File: src/rtl/decode_ctrl_stage.sv
// Decode-stage control unit: decodes op_code/funct into the control bundle and
// registers it at the ID/EX boundary, with stall/flush and MDU HI/LO hazard tracking.
module decode_ctrl_stage #(
  parameter int OP_BITS     = 6,
  parameter int FUNCT_BITS  = 6,
  parameter int MDU_LATENCY = 4,
  parameter int ENABLE_MDU  = 1
) (
  input  logic                  clk,
  input  logic                  rst_n,
  input  logic                  instr_valid_d,
  input  logic [OP_BITS-1:0]    op_code_d,
  input  logic [FUNCT_BITS-1:0] funct_d,
  input  logic                  stall_e,
  input  logic                  flush_e,
  output logic                  stall_d,
  output logic                  reg_write_e,
  output logic [1:0]            mem_to_reg_e,
  output logic                  mem_write_e,
  output logic [1:0]            alu_op_e,
  output logic                  alu_src_e,
  output logic [1:0]            reg_dst_e,
  output logic                  ext_op_e,
  output logic                  branch_e,
  output logic                  jump_e,
  output logic                  mdu_start_e,
  output logic [1:0]            hilo_rd_e,
  output logic                  illegal_e,
  output logic                  valid_e
);

  localparam int CNT_W = $clog2(MDU_LATENCY + 1);

  localparam logic [OP_BITS-1:0] OP_ROP  = OP_BITS'(6'b000000);
  localparam logic [OP_BITS-1:0] OP_LW   = OP_BITS'(6'b100011);
  localparam logic [OP_BITS-1:0] OP_SW   = OP_BITS'(6'b101011);
  localparam logic [OP_BITS-1:0] OP_BEQ  = OP_BITS'(6'b000100);
  localparam logic [OP_BITS-1:0] OP_ADDI = OP_BITS'(6'b001000);
  localparam logic [OP_BITS-1:0] OP_J    = OP_BITS'(6'b000010);
  localparam logic [OP_BITS-1:0] OP_JAL  = OP_BITS'(6'b000011);
  localparam logic [OP_BITS-1:0] OP_LWR  = OP_BITS'(6'b100110);

  localparam logic [FUNCT_BITS-1:0] F_SLL  = FUNCT_BITS'(6'b000000);
  localparam logic [FUNCT_BITS-1:0] F_JR   = FUNCT_BITS'(6'b001000);
  localparam logic [FUNCT_BITS-1:0] F_MFHI = FUNCT_BITS'(6'b010000);
  localparam logic [FUNCT_BITS-1:0] F_MFLO = FUNCT_BITS'(6'b010010);
  localparam logic [FUNCT_BITS-1:0] F_MULT = FUNCT_BITS'(6'b011000);
  localparam logic [FUNCT_BITS-1:0] F_DIV  = FUNCT_BITS'(6'b011010);
  localparam logic [FUNCT_BITS-1:0] F_ADD  = FUNCT_BITS'(6'b100000);
  localparam logic [FUNCT_BITS-1:0] F_SUB  = FUNCT_BITS'(6'b100010);
  localparam logic [FUNCT_BITS-1:0] F_AND  = FUNCT_BITS'(6'b100100);
  localparam logic [FUNCT_BITS-1:0] F_OR   = FUNCT_BITS'(6'b100101);
  localparam logic [FUNCT_BITS-1:0] F_SLT  = FUNCT_BITS'(6'b101010);

  typedef struct packed {
    logic       reg_write;
    logic [1:0] mem_to_reg;
    logic       mem_write;
    logic [1:0] alu_op;
    logic       alu_src;
    logic [1:0] reg_dst;
    logic       ext_op;
    logic       branch;
    logic       jump;
    logic       mdu_start;
    logic [1:0] hilo_rd;
    logic       illegal;
    logic       valid;
  } ctrl_t;

  ctrl_t            dec;
  ctrl_t            e_q;
  logic             legal;
  logic             is_mdu;
  logic             mdu_busy;
  logic             mdu_hazard;
  logic [CNT_W-1:0] mdu_cnt;

  always_comb begin
    // NOTE: every combinational output gets a default first so no path infers a latch.
    dec    = '0;
    legal  = 1'b1;
    is_mdu = 1'b0;
    case (op_code_d)
      OP_ROP: begin
        dec.reg_write = 1'b1;
        dec.reg_dst   = 2'b01;
        dec.alu_op    = 2'b10;
        case (funct_d)
          F_ADD, F_SUB, F_AND, F_OR, F_SLT, F_JR, F_SLL: ;
          F_MULT, F_DIV: begin
            legal         = (ENABLE_MDU != 0);
            is_mdu        = (ENABLE_MDU != 0);
            dec.reg_write = 1'b0;
            dec.mdu_start = 1'b1;
          end
          F_MFHI: begin
            legal       = (ENABLE_MDU != 0);
            is_mdu      = (ENABLE_MDU != 0);
            dec.hilo_rd = 2'b01;
          end
          F_MFLO: begin
            legal       = (ENABLE_MDU != 0);
            is_mdu      = (ENABLE_MDU != 0);
            dec.hilo_rd = 2'b10;
          end
          default: legal = 1'b0;
        endcase
      end
      OP_LW: begin
        dec.reg_write  = 1'b1;
        dec.alu_src    = 1'b1;
        dec.ext_op     = 1'b1;
        dec.mem_to_reg = 2'b01;
      end
      OP_SW: begin
        dec.alu_src   = 1'b1;
        dec.ext_op    = 1'b1;
        dec.mem_write = 1'b1;
      end
      OP_BEQ: begin
        dec.branch = 1'b1;
        dec.ext_op = 1'b1;
        dec.alu_op = 2'b01;
      end
      OP_ADDI: begin
        dec.reg_write = 1'b1;
        dec.alu_src   = 1'b1;
        dec.ext_op    = 1'b1;
      end
      OP_J: dec.jump = 1'b1;
      OP_JAL: begin
        dec.jump       = 1'b1;
        dec.reg_write  = 1'b1;
        dec.reg_dst    = 2'b10;
        dec.mem_to_reg = 2'b10;
      end
      OP_LWR: begin
        dec.reg_write  = 1'b1;
        dec.reg_dst    = 2'b01;
        dec.mem_to_reg = 2'b01;
        dec.ext_op     = 1'b1;
      end
      default: legal = 1'b0;
    endcase
    if (!legal) begin
      dec         = '0;
      dec.illegal = 1'b1;
      is_mdu      = 1'b0;
    end
    dec.valid = 1'b1;
  end

  assign mdu_busy   = (mdu_cnt != '0);
  assign mdu_hazard = instr_valid_d & mdu_busy & is_mdu;
  assign stall_d    = stall_e | mdu_hazard;

  always_ff @(posedge clk or negedge rst_n) begin
    // NOTE: sequential state uses non-blocking assignments so every flop samples pre-edge values.
    if (!rst_n)                            e_q <= '0;
    else if (flush_e)                      e_q <= '0;
    else if (stall_e)                      e_q <= e_q;
    else if (mdu_hazard || !instr_valid_d) e_q <= '0;
    else                                   e_q <= dec;
  end

  generate
    if (ENABLE_MDU != 0) begin : g_mdu
      logic issue_mdu;
      // The MDU keeps running through flushes; only a fresh issue reloads it.
      assign issue_mdu = instr_valid_d & ~stall_e & ~flush_e & ~mdu_hazard & dec.mdu_start;

      always_ff @(posedge clk or negedge rst_n) begin
        if (!rst_n)         mdu_cnt <= '0;
        else if (issue_mdu) mdu_cnt <= CNT_W'(MDU_LATENCY);
        else if (mdu_busy)  mdu_cnt <= mdu_cnt - 1'b1;
      end
    end else begin : g_no_mdu
      assign mdu_cnt = '0;
    end
  endgenerate

  assign reg_write_e  = e_q.reg_write;
  assign mem_to_reg_e = e_q.mem_to_reg;
  assign mem_write_e  = e_q.mem_write;
  assign alu_op_e     = e_q.alu_op;
  assign alu_src_e    = e_q.alu_src;
  assign reg_dst_e    = e_q.reg_dst;
  assign ext_op_e     = e_q.ext_op;
  assign branch_e     = e_q.branch;
  assign jump_e       = e_q.jump;
  assign mdu_start_e  = e_q.mdu_start;
  assign hilo_rd_e    = e_q.hilo_rd;
  assign illegal_e    = e_q.illegal;
  assign valid_e      = e_q.valid;

endmodule

File: config.mk
export PLATFORM = sky130hd
export DESIGN_NAME = decode_ctrl_stage
export DESIGN_NICKNAME = d
export VERILOG_FILES = /design/src/rtl/decode_ctrl_stage.sv
export SDC_FILE = /design/constraint.sdc
export NUM_CORES = 1
export LEC_CHECK = 0
export ABC_AREA = 1
export CORE_AREA = 2 2 71 73
export DETAILED_ROUTE_END_ITERATION = 8
export DIE_AREA = 0 0 73 75
export GPL_TIMING_DRIVEN = 0
export PLACE_DENSITY = 0.59
export SYNTH_ARGS = -nofsm -noshare
export SYNTH_HDL_FRONTEND = slang
export SYNTH_SLANG_ARGS = --single-unit
File: constraint.sdc
create_clock -name clk -period 1.7 [get_ports clk]
set_input_delay 0.425 -clock clk [delete_from_list [all_inputs] [get_ports clk]]
set_output_delay 0.425 -clock clk [all_outputs]
set_load 0.02 [all_outputs]
# --- Word-level counts from Yosys, hierarchy flattened ---
# Cells that the tools add are included.
# Widths: inputs -> output; s select.
word_totals:
  regBits: 20
  input_bits: 17
  out_inout_bits: 18
  word_cells: 83
op_classes:
  n_addsub: 1
  eq_ne: 18
  muxes: 24
  n_bitwise: 10
  reduce_logical: 16
ops:
  columns: ["op", "n"]
  rows:
  - ["$mux 17", 4]
  - ["$eq 6x6->1 const B", 8]
  - ["$eq 6x5->1 const B", 4]
  - ["$pmux 2 s2", 4]
  - ["$eq 6x2->1 const B", 2]
  - ["$eq 6x4->1 const B", 2]
  - ["$logic_not 6->1", 2]
  - ["$mux 1", 11]
  - ["$reduce_or 11->1", 1]
  - ["$mux 3", 3]
  - ["$reduce_or 2->1", 4]
  - ["$reduce_or 4->1", 2]
  - ["$reduce_or 7->1", 1]
  - ["$and 1x1->1", 6]
  - ["$eq 6x3->1 const B", 1]
  - ["$reduce_or 5->1", 1]
  - ["$pmux 1 s2", 2]
  - ["$not 1->1", 3]
  - ["$reduce_bool 3->1", 1]
  - ["$reduce_or 3->1", 1]
  - ["$sub 3x1->3 const B", 1]
  - ["$ne 2x1->1 const B", 1]
  - ["$reduce_bool 2->1", 1]
  - ["$logic_not 1->1", 1]
  - ["other kinds (2)", 2]

# --- Logic depth before layout (Yosys ltp) ---
logic_depth:
  word_depth: 10
  depth_mapped: 11
  mapped_depth_nobuf: 11

# --- Worst setup path after synthesis ---
# Ideal clock, no wire load.
synth_timing:
  path_type: "reg-to-output"
  startpoint: "register mdu_cnt[0]"
  endpoint: "output stall_d"
  t_arrival_ns: 1.063
  required_ns: 1.275
  slack_ns: 0.212
  stages_incl_launch_ff: 6
  path_buffers: 0
  path_cell_list: "dfrtp_1 inv_1 ha_1 nand2_1 nand4_4 nand2_1"
synth_between:
  elab_chain_len: 4
synth_rtl:
  columns: ["element", "line", "source"]
  rows:
  - ["from (decl)", "77", "logic [CNT_W-1:0] mdu_cnt;"]
  - ["from (signal assigned)", "175", "else if (issue_mdu) mdu_cnt <= CNT_W'(MDU_LATENCY);"]
  - ["from (signal assigned)", "176", "else if (mdu_busy) mdu_cnt <= mdu_cnt - 1'b1;"]
  - ["$reduce_bool 3->1", "154", "assign mdu_busy = (mdu_cnt != '0);"]
  - ["$and 1x1->1 (2 in a row)", "155", "assign mdu_hazard = instr_valid_d & mdu_busy & is_mdu;"]
  - ["$or 1x1->1", "156", "assign stall_d = stall_e | mdu_hazard;"]
  - ["to (decl)", "16", "output logic stall_d,"]
# No other way between the ends.

# --- Worst setup path after layout ---
# Same ends and word-level chain as after synthesis.

==> results.toml <==
[outcome]
status = "finished, final reports clean"

[worst_setup_path]
critical_path.top_delay_family = "flip-flops"
r2r_slack_ns = 0.31
crit_path_end_kind = "primary output"
reg2reg_from = "mdu_cnt[0]"
critical_path_arrival_ns = 1.23
required_ns = 1.27
crit_chain = "inv_2 -> ha_4 -> nand2_4 -> nand4_4 -> nand2_2 -> buf_6"
critical_path.max_stage_delay_ns = 0.38
start_kind = "flip-flop"
path_buf_inv = 2
cp_max_fo = 2
r2r.worst_path.cells = 9
crit_slowest_cell = "dfrtp_1"
crit_type = "reg2out"
timing.rr.end = "mdu_start_e"

[floorplan]
pin_count = 35
initial_core_util_pct = 24.1
core_mm2 = 0.00466
die_area_mm2 = 0.00548
die_w_um = 73
fp.dieH_um = 75
fp-row-count = 25

[sta]
finalCritPeriodShare_pct = 97.4
drv_slew = 0
skew_ns = 0.00256
timing_hold_violations_final = 0
finalCriticalPeriod_ns = 1.66
worstMarginPinSlew_ns = 0.812
max_slew_margin_pct = 45.7
fin_ws_ns = 0.0450
setup_viol_count_final = 0
fin_setup_tns_ns = 0
maxClockFrequency_mhz = 604

[finish]
antenna_cells = 0
area_growth_pct = 47.9
layout.nets = 226
seqCellArea_um2 = 450
multi_input_area_um2 = 593
nFillCells = 498
drive_above_1_share_pct = 26.7

[synth]
synth_mux_area_share_pct = 0
synth_edf_count = 0
synth_simple_gate_area_share_pct = 41.0
yosysTopAreaCell = "dfrtp_1"
ys_types = 24
syn-num-nets = 178
synth_seq_cells = 18
synth_top_family_by_area = "simple AND/OR/NAND/NOR gates"
synthesis.area_mm2 = 0.00112
synth_compound_area_share_pct = 3.89
synth_area_per_cell_um2 = 7.07
synth_area_leaders = "dfrtp_1, nand2_1, inv_1"
seq_area_frac_synth_pct = 40.0
synth_most_common_cell = "nand2_1"
ys.flop_type = "dfrtp_1"
synthAdderAreaFrac_pct = 2.22
synth_xor_area_share_pct = 1.56
synth_cells = 159
synth_common_cells = "nand2_1, inv_1, dfrtp_1, nor2_1, nand3_1"
async_flop_share_pct = 100
synth_top_area_share_pct = 40.0
synth_warnings = 0

[power]
leakagePower_nw = 0.981
ir_drop_mv = 0.456
power.density_mw_per_mm2 = 755

[drt]
first_pass_iters = 4
drc = 0
via_per_inst = 4.15
num_vias = 1079
routedWlPerCell_um = 10.3
drtIter0Drc = 54
wl_um = 2680
drtAntennaViolNets = 0

[grt]
grt_max_degree = 19
grt_use_total_pct = 10.5
antenna_found_initial = 0
grt_pass1_vias = 1111
overflow = 0
grt_pass1_wl_um = 4550

[clock_tree]
clk_latency_ns = 0.25
root_buffer = "clkbuf_8"
postCtsHoldBufs = 0
clkTransAtPathRegs_ns = 0.06
cts_tree = "done"
cts_made_buffers = 3
h-tree-depth = 1
cts_sinks = 18
clock_path_buffers = 2

[placement]
port_buffers = 34
hpwl_um = 2090
place_congestion = 0.822
dp_slack_ns = -0.857

[worst_hold_path]
whs_path_depth = 2
min_to = "hilo_rd_e[0]"
hp-start = "hilo_rd_e[0]"
holdCritPathClass = "reg2reg"

[run]
max-cap-violations = 0
where the power goes:
group / total [mW] / internal [mW] / switching, mW
Combinational: 0.416 / 0.194 / 0.221
Clock: 0.343 / 0.205 / 0.137
Sequential: 0.498 / 0.472 / 0.0265
Total: 1.26 / 0.872 / 0.385
stage by stage:
stage	instances	utilization, %	cell area (um^2)	hold WS (ns)	total power [mW]
6_report	260	35.7	1660	0.487	1.26
5_1_grt	260	35.7	1660	0.515	1.36
4_1_cts	256	35.2	1640	0.491	1.19
3_5_place_dp	247	32.9	1530	0.469	0.818
3_3_place_gp	247	32.9	1530	0.469	0.810
2_1_floorplan	159	-	1120	0.129	0.713
routing by layer:
layer | global-route usage [%] | wire length, um
met1 | 12.5 | 1230
met2 | 18.8 | 1310
met3 | 3.61 | 132
met4 | 1.65 | 7
met5 | 0 | 0
cell type report:
class | count | share of cell area, %
inverters | 28 | 6.47
repair buffers | 43 | 22.3
plain buffers | 3 | 1.20
well taps | 54 | 4.06
multi-input cells | 110 | 35.6
flip-flops and latches | 18 | 27.1
clock buffers | 4 | 3.31
state kept, by name, summed over array words and instances, names as in the netlist:
register / cells
reg_dst_e: 1
hilo_rd_e: 2
alu_src_e: 1
valid_e: 1
ext_op_e: 1
illegal_e: 1
mem_write_e: 1
alu_op_e: 2
mem_to_reg_e: 2
mdu_cnt: 3
mdu_start_e: 1
jump_e: 1
reg_write_e: 1
tightest hold or removal path, delay by kind of cell (launching register included):
| kind | cells | cell delay [ns] |
|---|---|---|
| and+or+nand+nor | 2 | 0.10 |
| DFF | 1 | 0.35 |
timing repair:
action                                 in CTS  in global routing
endpoints found under the hold margin       0                  0
pin swaps                                  11                 10
setup buffers                               5                  4
setup endpoints to repair                  15                 11
resized for setup                          43                 23
layout by cell type, fill, tap and decap left out:
master / instances
nand2_2: 6
o21ai_1: 1
clkdlybuf4s15_2: 1
nor2_2: 4
nand4_1: 1
dlymetal6s2s_1: 5
a21oi_4: 1
inv_1: 21
xor2_1: 2
nand2_4: 2
nor2_4: 3
inv_4: 1
ha_1: 1
nor2_1: 15
clkdlybuf4s50_1: 15
nor4_1: 2
nand2_1: 47
buf_4: 11
nand4_4: 1
nand3_1: 13
nand3_2: 2
clkbuf_2: 7
dfrtp_1: 18
buf_6: 1
clkbuf_8: 4
o21ai_0: 5
dlygate4sd2_1: 2
nor3_1: 2
inv_2: 6
ha_4: 1
buf_2: 4
a21oi_1: 1
worst max path at each step:
| stage | slack [ns] | end | start | cells past startpoint |
|---|---|---|---|---|
| floorplan | 0.21 | stall_d | mdu_cnt[0] | 5 |
| global placement | -0.85 | stall_d | funct_d[4] | 8 |
| detailed placement | -0.86 | stall_d | funct_d[2] | 7 |
| CTS | -0.03 | stall_d | funct_d[4] | 8 |
| global route | -0.02 | stall_d | mdu_cnt[0] | 6 |
| finish | 0.04 | stall_d | mdu_cnt[0] | 6 |
kinds of logic after synthesis:
group	Yosys count
AOI/OAI and AO/OA	8
xor gates and xnor gates	2
adders and majority gates	2
buffers and inverters	31
DFF	18
and+or+nand+nor	98
No activity file was read; power rests on OpenSTA's default activity.
